File: src/rtl/wb_sequencer_if.sv
// Writeback request / register-file port bundle for wb_sequencer.
// master = control unit side, slave = sequencer side.
interface wb_sequencer_if;
  logic       req_valid;
  logic       req_ready;
  logic [3:0] req_src;
  logic [4:0] req_dst;
  logic       md_busy;
  logic [3:0] toreg_sel;
  logic [4:0] reg_dst;
  logic       reg_write;
  logic       wb_done;
  logic       wb_err;

  modport master (
    output req_valid, req_src, req_dst, md_busy,
    input  req_ready, toreg_sel, reg_dst, reg_write, wb_done, wb_err
  );

  modport slave (
    input  req_valid, req_src, req_dst, md_busy,
    output req_ready, toreg_sel, reg_dst, reg_write, wb_done, wb_err
  );
endinterface

File: src/rtl/wb_sequencer.sv
// Register-file writeback sequencer: one request at a time, stalled until its source is valid.
// Optional macro WB_ZERO_GUARD_EN suppresses the register write when the destination is r0.
module wb_sequencer #(
  parameter int MEM_LAT = 2,
  parameter int SP_REG  = 29
) (
  input logic            clk,
  input logic            reset,
  wb_sequencer_if.slave  bus
);

  typedef enum logic [2:0] {
    INIT,
    IDLE,
    WAIT_MEM,
    WAIT_MD,
    WRITE
  } state_t;

  localparam logic [3:0] SRC_ALU   = 4'd0;
  localparam logic [3:0] SRC_MDR   = 4'd1;
  localparam logic [3:0] SRC_HI    = 4'd2;
  localparam logic [3:0] SRC_LO    = 4'd3;
  localparam logic [3:0] SRC_C227  = 4'd4;
  localparam logic [3:0] SRC_C0    = 4'd5;
  localparam logic [3:0] SRC_C1    = 4'd6;
  localparam logic [3:0] SRC_SHIFT = 4'd7;
  localparam logic [3:0] SRC_OFFS  = 4'd8;

  state_t     state, state_nxt;
  logic [3:0] src_q, src_nxt;
  logic [4:0] dst_q, dst_nxt;
  logic [3:0] cnt_q, cnt_nxt;
  logic       err_q, err_nxt;
  logic       write_en;

  always_ff @(posedge clk) begin
    if (reset) begin
      state <= INIT;
      src_q <= 4'd0;
      dst_q <= 5'd0;
      cnt_q <= 4'd0;
      err_q <= 1'b0;
    end else begin
      state <= state_nxt;
      src_q <= src_nxt;
      dst_q <= dst_nxt;
      cnt_q <= cnt_nxt;
      err_q <= err_nxt;
    end
  end

  // Illegal sources are not latched, so toreg_sel can never exceed 8.
  always_comb begin
    state_nxt = state;
    src_nxt   = src_q;
    dst_nxt   = dst_q;
    cnt_nxt   = cnt_q;
    err_nxt   = 1'b0;
    case (state)
      INIT: state_nxt = IDLE;
      IDLE: begin
        if (bus.req_valid) begin
          case (bus.req_src)
            SRC_ALU, SRC_C227, SRC_C0, SRC_C1, SRC_SHIFT, SRC_OFFS: begin
              src_nxt   = bus.req_src;
              dst_nxt   = bus.req_dst;
              state_nxt = WRITE;
            end
            SRC_MDR: begin
              src_nxt   = bus.req_src;
              dst_nxt   = bus.req_dst;
              cnt_nxt   = 4'(MEM_LAT - 1);
              state_nxt = WAIT_MEM;
            end
            SRC_HI, SRC_LO: begin
              src_nxt   = bus.req_src;
              dst_nxt   = bus.req_dst;
              state_nxt = bus.md_busy ? WAIT_MD : WRITE;
            end
            default: err_nxt = 1'b1;
          endcase
        end
      end
      WAIT_MEM: begin
        if (cnt_q == 4'd0) begin
          state_nxt = WRITE;
        end else begin
          cnt_nxt = cnt_q - 4'd1;
        end
      end
      WAIT_MD: begin
        if (!bus.md_busy) begin
          state_nxt = WRITE;
        end
      end
      WRITE:   state_nxt = IDLE;
      default: state_nxt = INIT;
    endcase
  end

`ifdef WB_ZERO_GUARD_EN
  assign write_en = (dst_q != 5'd0);
`else
  assign write_en = 1'b1;
`endif

  // Outputs are gated while reset is held so nothing leaks from the INIT state early.
  always_comb begin
    bus.req_ready = 1'b0;
    bus.toreg_sel = 4'd0;
    bus.reg_dst   = 5'd0;
    bus.reg_write = 1'b0;
    bus.wb_done   = 1'b0;
    bus.wb_err    = 1'b0;
    if (!reset) begin
      bus.toreg_sel = src_q;
      bus.reg_dst   = dst_q;
      case (state)
        INIT: begin
          bus.toreg_sel = SRC_C227;
          bus.reg_dst   = 5'(SP_REG);
          bus.reg_write = 1'b1;
        end
        IDLE: begin
          bus.req_ready = 1'b1;
          bus.wb_err    = err_q;
        end
        WRITE: begin
          bus.reg_write = write_en;
          bus.wb_done   = 1'b1;
        end
        default: ;
      endcase
    end
  end

endmodule

File: src/flat_wrapper.sv
// flat-port wrapper written by rule: the top's interface ports become plain ports
module wb_sequencer_flat 
#(
  parameter int MEM_LAT = 2,
  parameter int SP_REG  = 29
)
  (clk, reset, bus_req_valid, bus_req_src, bus_req_dst, bus_md_busy, bus_req_ready, bus_toreg_sel, bus_reg_dst, bus_reg_write, bus_wb_done, bus_wb_err);
  wb_sequencer_if bus_i ();
  input logic clk;
  input logic reset;
  input wire logic [$bits(bus_i.req_valid)-1:0] bus_req_valid;
  input wire logic [$bits(bus_i.req_src)-1:0] bus_req_src;
  input wire logic [$bits(bus_i.req_dst)-1:0] bus_req_dst;
  input wire logic [$bits(bus_i.md_busy)-1:0] bus_md_busy;
  output wire logic [$bits(bus_i.req_ready)-1:0] bus_req_ready;
  output wire logic [$bits(bus_i.toreg_sel)-1:0] bus_toreg_sel;
  output wire logic [$bits(bus_i.reg_dst)-1:0] bus_reg_dst;
  output wire logic [$bits(bus_i.reg_write)-1:0] bus_reg_write;
  output wire logic [$bits(bus_i.wb_done)-1:0] bus_wb_done;
  output wire logic [$bits(bus_i.wb_err)-1:0] bus_wb_err;
  assign bus_i.req_valid = bus_req_valid;
  assign bus_i.req_src = bus_req_src;
  assign bus_i.req_dst = bus_req_dst;
  assign bus_i.md_busy = bus_md_busy;
  assign bus_req_ready = bus_i.req_ready;
  assign bus_toreg_sel = bus_i.toreg_sel;
  assign bus_reg_dst = bus_i.reg_dst;
  assign bus_reg_write = bus_i.reg_write;
  assign bus_wb_done = bus_i.wb_done;
  assign bus_wb_err = bus_i.wb_err;
  wb_sequencer #(.MEM_LAT(MEM_LAT), .SP_REG(SP_REG)) u_core (.clk(clk), .reset(reset), .bus(bus_i));
endmodule
File: config.mk
export PLATFORM = sky130hd
export DESIGN_NAME = wb_sequencer_flat
export DESIGN_NICKNAME = d
export VERILOG_FILES = /design/src/rtl/wb_sequencer_if.sv /design/src/rtl/wb_sequencer.sv /design/src/flat_wrapper.sv
export SDC_FILE = /design/constraint.sdc
export NUM_CORES = 1
export LEC_CHECK = 0
export CORE_MARGIN = 2
export CORE_UTILIZATION = 40
export CTS_CLUSTER_DIAMETER = 100
export CTS_CLUSTER_SIZE = 40
export DETAILED_ROUTE_END_ITERATION = 10
export PLACE_DENSITY_LB_ADDON = 0.05
export SYNTH_ARGS = -nofsm -noshare
export SYNTH_HDL_FRONTEND = slang
export SYNTH_SLANG_ARGS = --single-unit
File: constraint.sdc
create_clock -name clk -period 1.8 [get_ports clk]
set_clock_uncertainty 0.05 [all_clocks]
set_input_delay 0.45 -clock clk [delete_from_list [all_inputs] [get_ports clk]]
set_output_delay 0.45 -clock clk [all_outputs]
set_load 0.02 [all_outputs]
==> metrics.md <==
| Metric | Value |
|---|---|
| Max transition margin | between 70% and 80% |
| Num rows | 17 |
| P_sw | 0.328 mW |
| Critical path required time | between 1000 and 1500 ps |
| Overall Power | approximately 1.0 mW |
| Die Wd | between 50 and 60 um |
| Register clock-pin slew on the reported worst setup and hold paths | roughly 110 ps |
| Routed Antenna Nets | 0 |
| Commonest non-fill, non-tap cell in the layout | buf_4 |
| Syn. warnings | 0 |
| Layout Cells excl Fill | about 180 |
| Root Buffer Master | clkbuf_4 |
| Register share of total power | around two fifths |
| DRT Wirelength | 2.29 mm |
| Pint | just under 0.7 mW |
| Worst-path fanout max | 7 |
| RSZ-0062 raised after global routing | true |
| Layout cells sized above 1 | slightly below 40% |
| Vias in the first global route | 865 |
| Starting DRT DRC Count | 16 |
| Final worst-path cycle share | 102% |
| Synth Area per Inst | 8.70 um2 |
| PD cells | roughly 690 nW/um2 |
| Status | finished, violations left |
| CTS H-Tree Depth | 1 |
| Core area | 2170 um2 |
| Crit path DAT | between 1000 and 1500 ps |
| DRC Markers | 0 |
| Commonest non-fill, non-tap cells in the layout | buf_4 (29), nor2_1 (19), dfxtp_1 (14) |
| Tightest Pin Transition | 369 ps |
| Placed Cells | around 180 |
| Die area | 2660 um2 |
| Synth unique cells | 30 |
| Max Cap Viol | 0 |
| Startpoint types | flip-flop |
| Combinational share of power | about 37% |
| Fin crit period | approximately 1800 ps |
| Area grow syn2layout | 61.5% |
| CP Class | flip-flop to primary output |
| Syn nets | ~120 |
| Mapped cell area | 905 um2 |
| First-pass GRT wire length | between 3 and 4 mm |
| Dpl hpwl | around 1.8 mm |
| Clock share of power | a little over a fifth |
| Max Clock Freq | roughly 540 MHz |
| Post-synthesis register bit count | 17 |
| Post-Place Worst Slack | -714 ps |
| Hold slack | between 400 and 500 ps |
| Num CTS Buffers | 3 |
| Gr ovfl total | 0 |
| Aggregate global-route resource usage | between 10% and 20% |
| Setup WS post-layout | -41.8 ps |
| Final Max Slew Viols | 0 |
| Pin count of the biggest net entering global routing | 15 |
| PortBufs | 25 |
| Switching share of power | around a third |
| Finish-stage setup viols | 4 |
| Peak supply drop | approximately 0.00061 V |
| Worst-Skew Late Latency | around 300 ps |
| # diodes | 0 |
| First-pass iteration count of the detailed router | 6 |
| RD Place Congestion | 0.773 |
| Leak pwr | around 0.66 nW |
| Layout Utilization | 67.4% |
| Cells after Synth | 104 |
| Register area share after synthesis | a little under two fifths |
| Die height | 51.6 um |
| CTS tree | built |
| Setup crit end kind | primary output |
| Failing checks | setup timing |
| Initial antenna violation count | 0 |
| Hold Crit Class | flip-flop to flip-flop |
| Clock tree buffer depth | 2 |
| DR vias | roughly 930 |
| Hold Fails Final Rpt | 0 |
| I/O pin cnt | 26 |
| DR WL/cell | 12.6 um |
| Via-to-Cell Ratio | roughly 5 |
| Clk sinks | 17 |
| Starting density of the core | a little over two fifths |
| Nets | about 170 |
worst paths after layout:
check / startpoint / endpoint / slack [ps] / depth (start not counted)
min: u_core.dst_q[1] / u_core.dst_q[1] / 450 / 2
max reg2reg: u_core.cnt_q[0] / u_core.state[1] / 150 / 6
min reg2reg: u_core.dst_q[1] / u_core.dst_q[1] / 450 / 2
max: u_core.state[0] / bus_toreg_sel[0] / -40 / 5
logic make-up (layout without fill, tap and decap cells):
kind of cell / count (synthesis) / after routing / synth area share (%)
AND/OR/NAND/NOR: 53 / 53 / 32.4
buffers and inverters: 9 / 59 / 3.73
multiplexers: 9 / 9 / 9.96
adder cells (fa/ha/maj): 1 / 1 / 1.38
flip-flops: 17 / 17 / 37.6
AO/OA/AOI/OAI: 15 / 15 / 14.9
power by group through the flow:
| stage | Sequential [mW] | Combinational [mW] | Clock, mW |
|---|---|---|---|
| 2_1_floorplan | 0.424 | 0.162 | 0 |
| 3_3_place_gp | 0.419 | 0.340 | 0 |
| 3_5_place_dp | 0.419 | 0.348 | 0 |
| 4_1_cts | 0.414 | 0.347 | 0.221 |
| 5_1_grt | 0.423 | 0.409 | 0.235 |
| 6_report | 0.420 | 0.377 | 0.213 |
synth_stat cells:
cell type   n  area, um2
nor2_1     22       82.6
dfxtp_1    17        340
mux2i_1     9       90.1
nor3_1      6       30.0
and2_1      5       31.3
inv_1       5       18.8
a211oi_1    4       30.0
clkbuf_1    3       11.3
nand2b_1    3       18.8
nor2b_1     3       18.8
or3_1       3       18.8
a21oi_1     2       10.0
nand2_1     2       7.51
nand3b_1    2       15.0
nor4b_1     2       17.5
o21ai_1     2       10.0
a2111oi_4   1       27.5
a211oi_2    1       12.5
a22oi_1     1       7.51
a311oi_1    1       8.76
and3_1      1       6.26
ha_1        1       12.5
inv_2       1       3.75
nand3_1     1       5.00
nand3_4     1       17.5
nand4bb_1   1       11.3
nor3b_2     1       12.5
o21a_1      1       7.51
o31ai_2     1       12.5
o41ai_1     1       8.76
what timing repair did:
action,in CTS,in global routing
buffers inserted,1,1
pin swaps,4,5
hold buffers,0,0
resized for setup,72,23
endpoints found under the setup margin,14,26
critical path, cell delays in order (launching register included):
cell and delay (ps):
dfxtp_4 380, nor3_4 180, buf_6 160, nor2_2 50
and2_1 150, buf_6 130
flip-flops by register name, indices dropped and copies added, names as in the netlist:
signal        flops
u_core.dst_q      5
u_core.cnt_q      4
u_core.src_q      4
u_core.state      3
u_core.err_q      1
per-stage QoR:
stage / TNS (ps) / instance area [um2]
floorplan: -274 / 915
global placement: -11500 / 1350
detailed placement: -12720 / 1350
CTS: -205 / 1380
global route: -829 / 1460
finish: -132 / 1460
area by class of cell:
type	count	area, um2
flip-flops and latches	17	352
inverters	6	22.5
repair buffers	49	428
clock buffers	4	26.3
well taps	28	35.0
fillers	196	708
multi-input cells	78	598
metal layers:
layer  global-route usage, %  up-vias  share of wire [%]  wire length (um)
met2                    34.0       22                 51              1170
met5                       0        -                  0                 0
met4                    9.21        0                1.6                36
met3                    2.59        4                4.6               105
li1                        -      465                  -                 -
met1                    23.7      434                 43               977
Power figures use the tool's default switching activity.
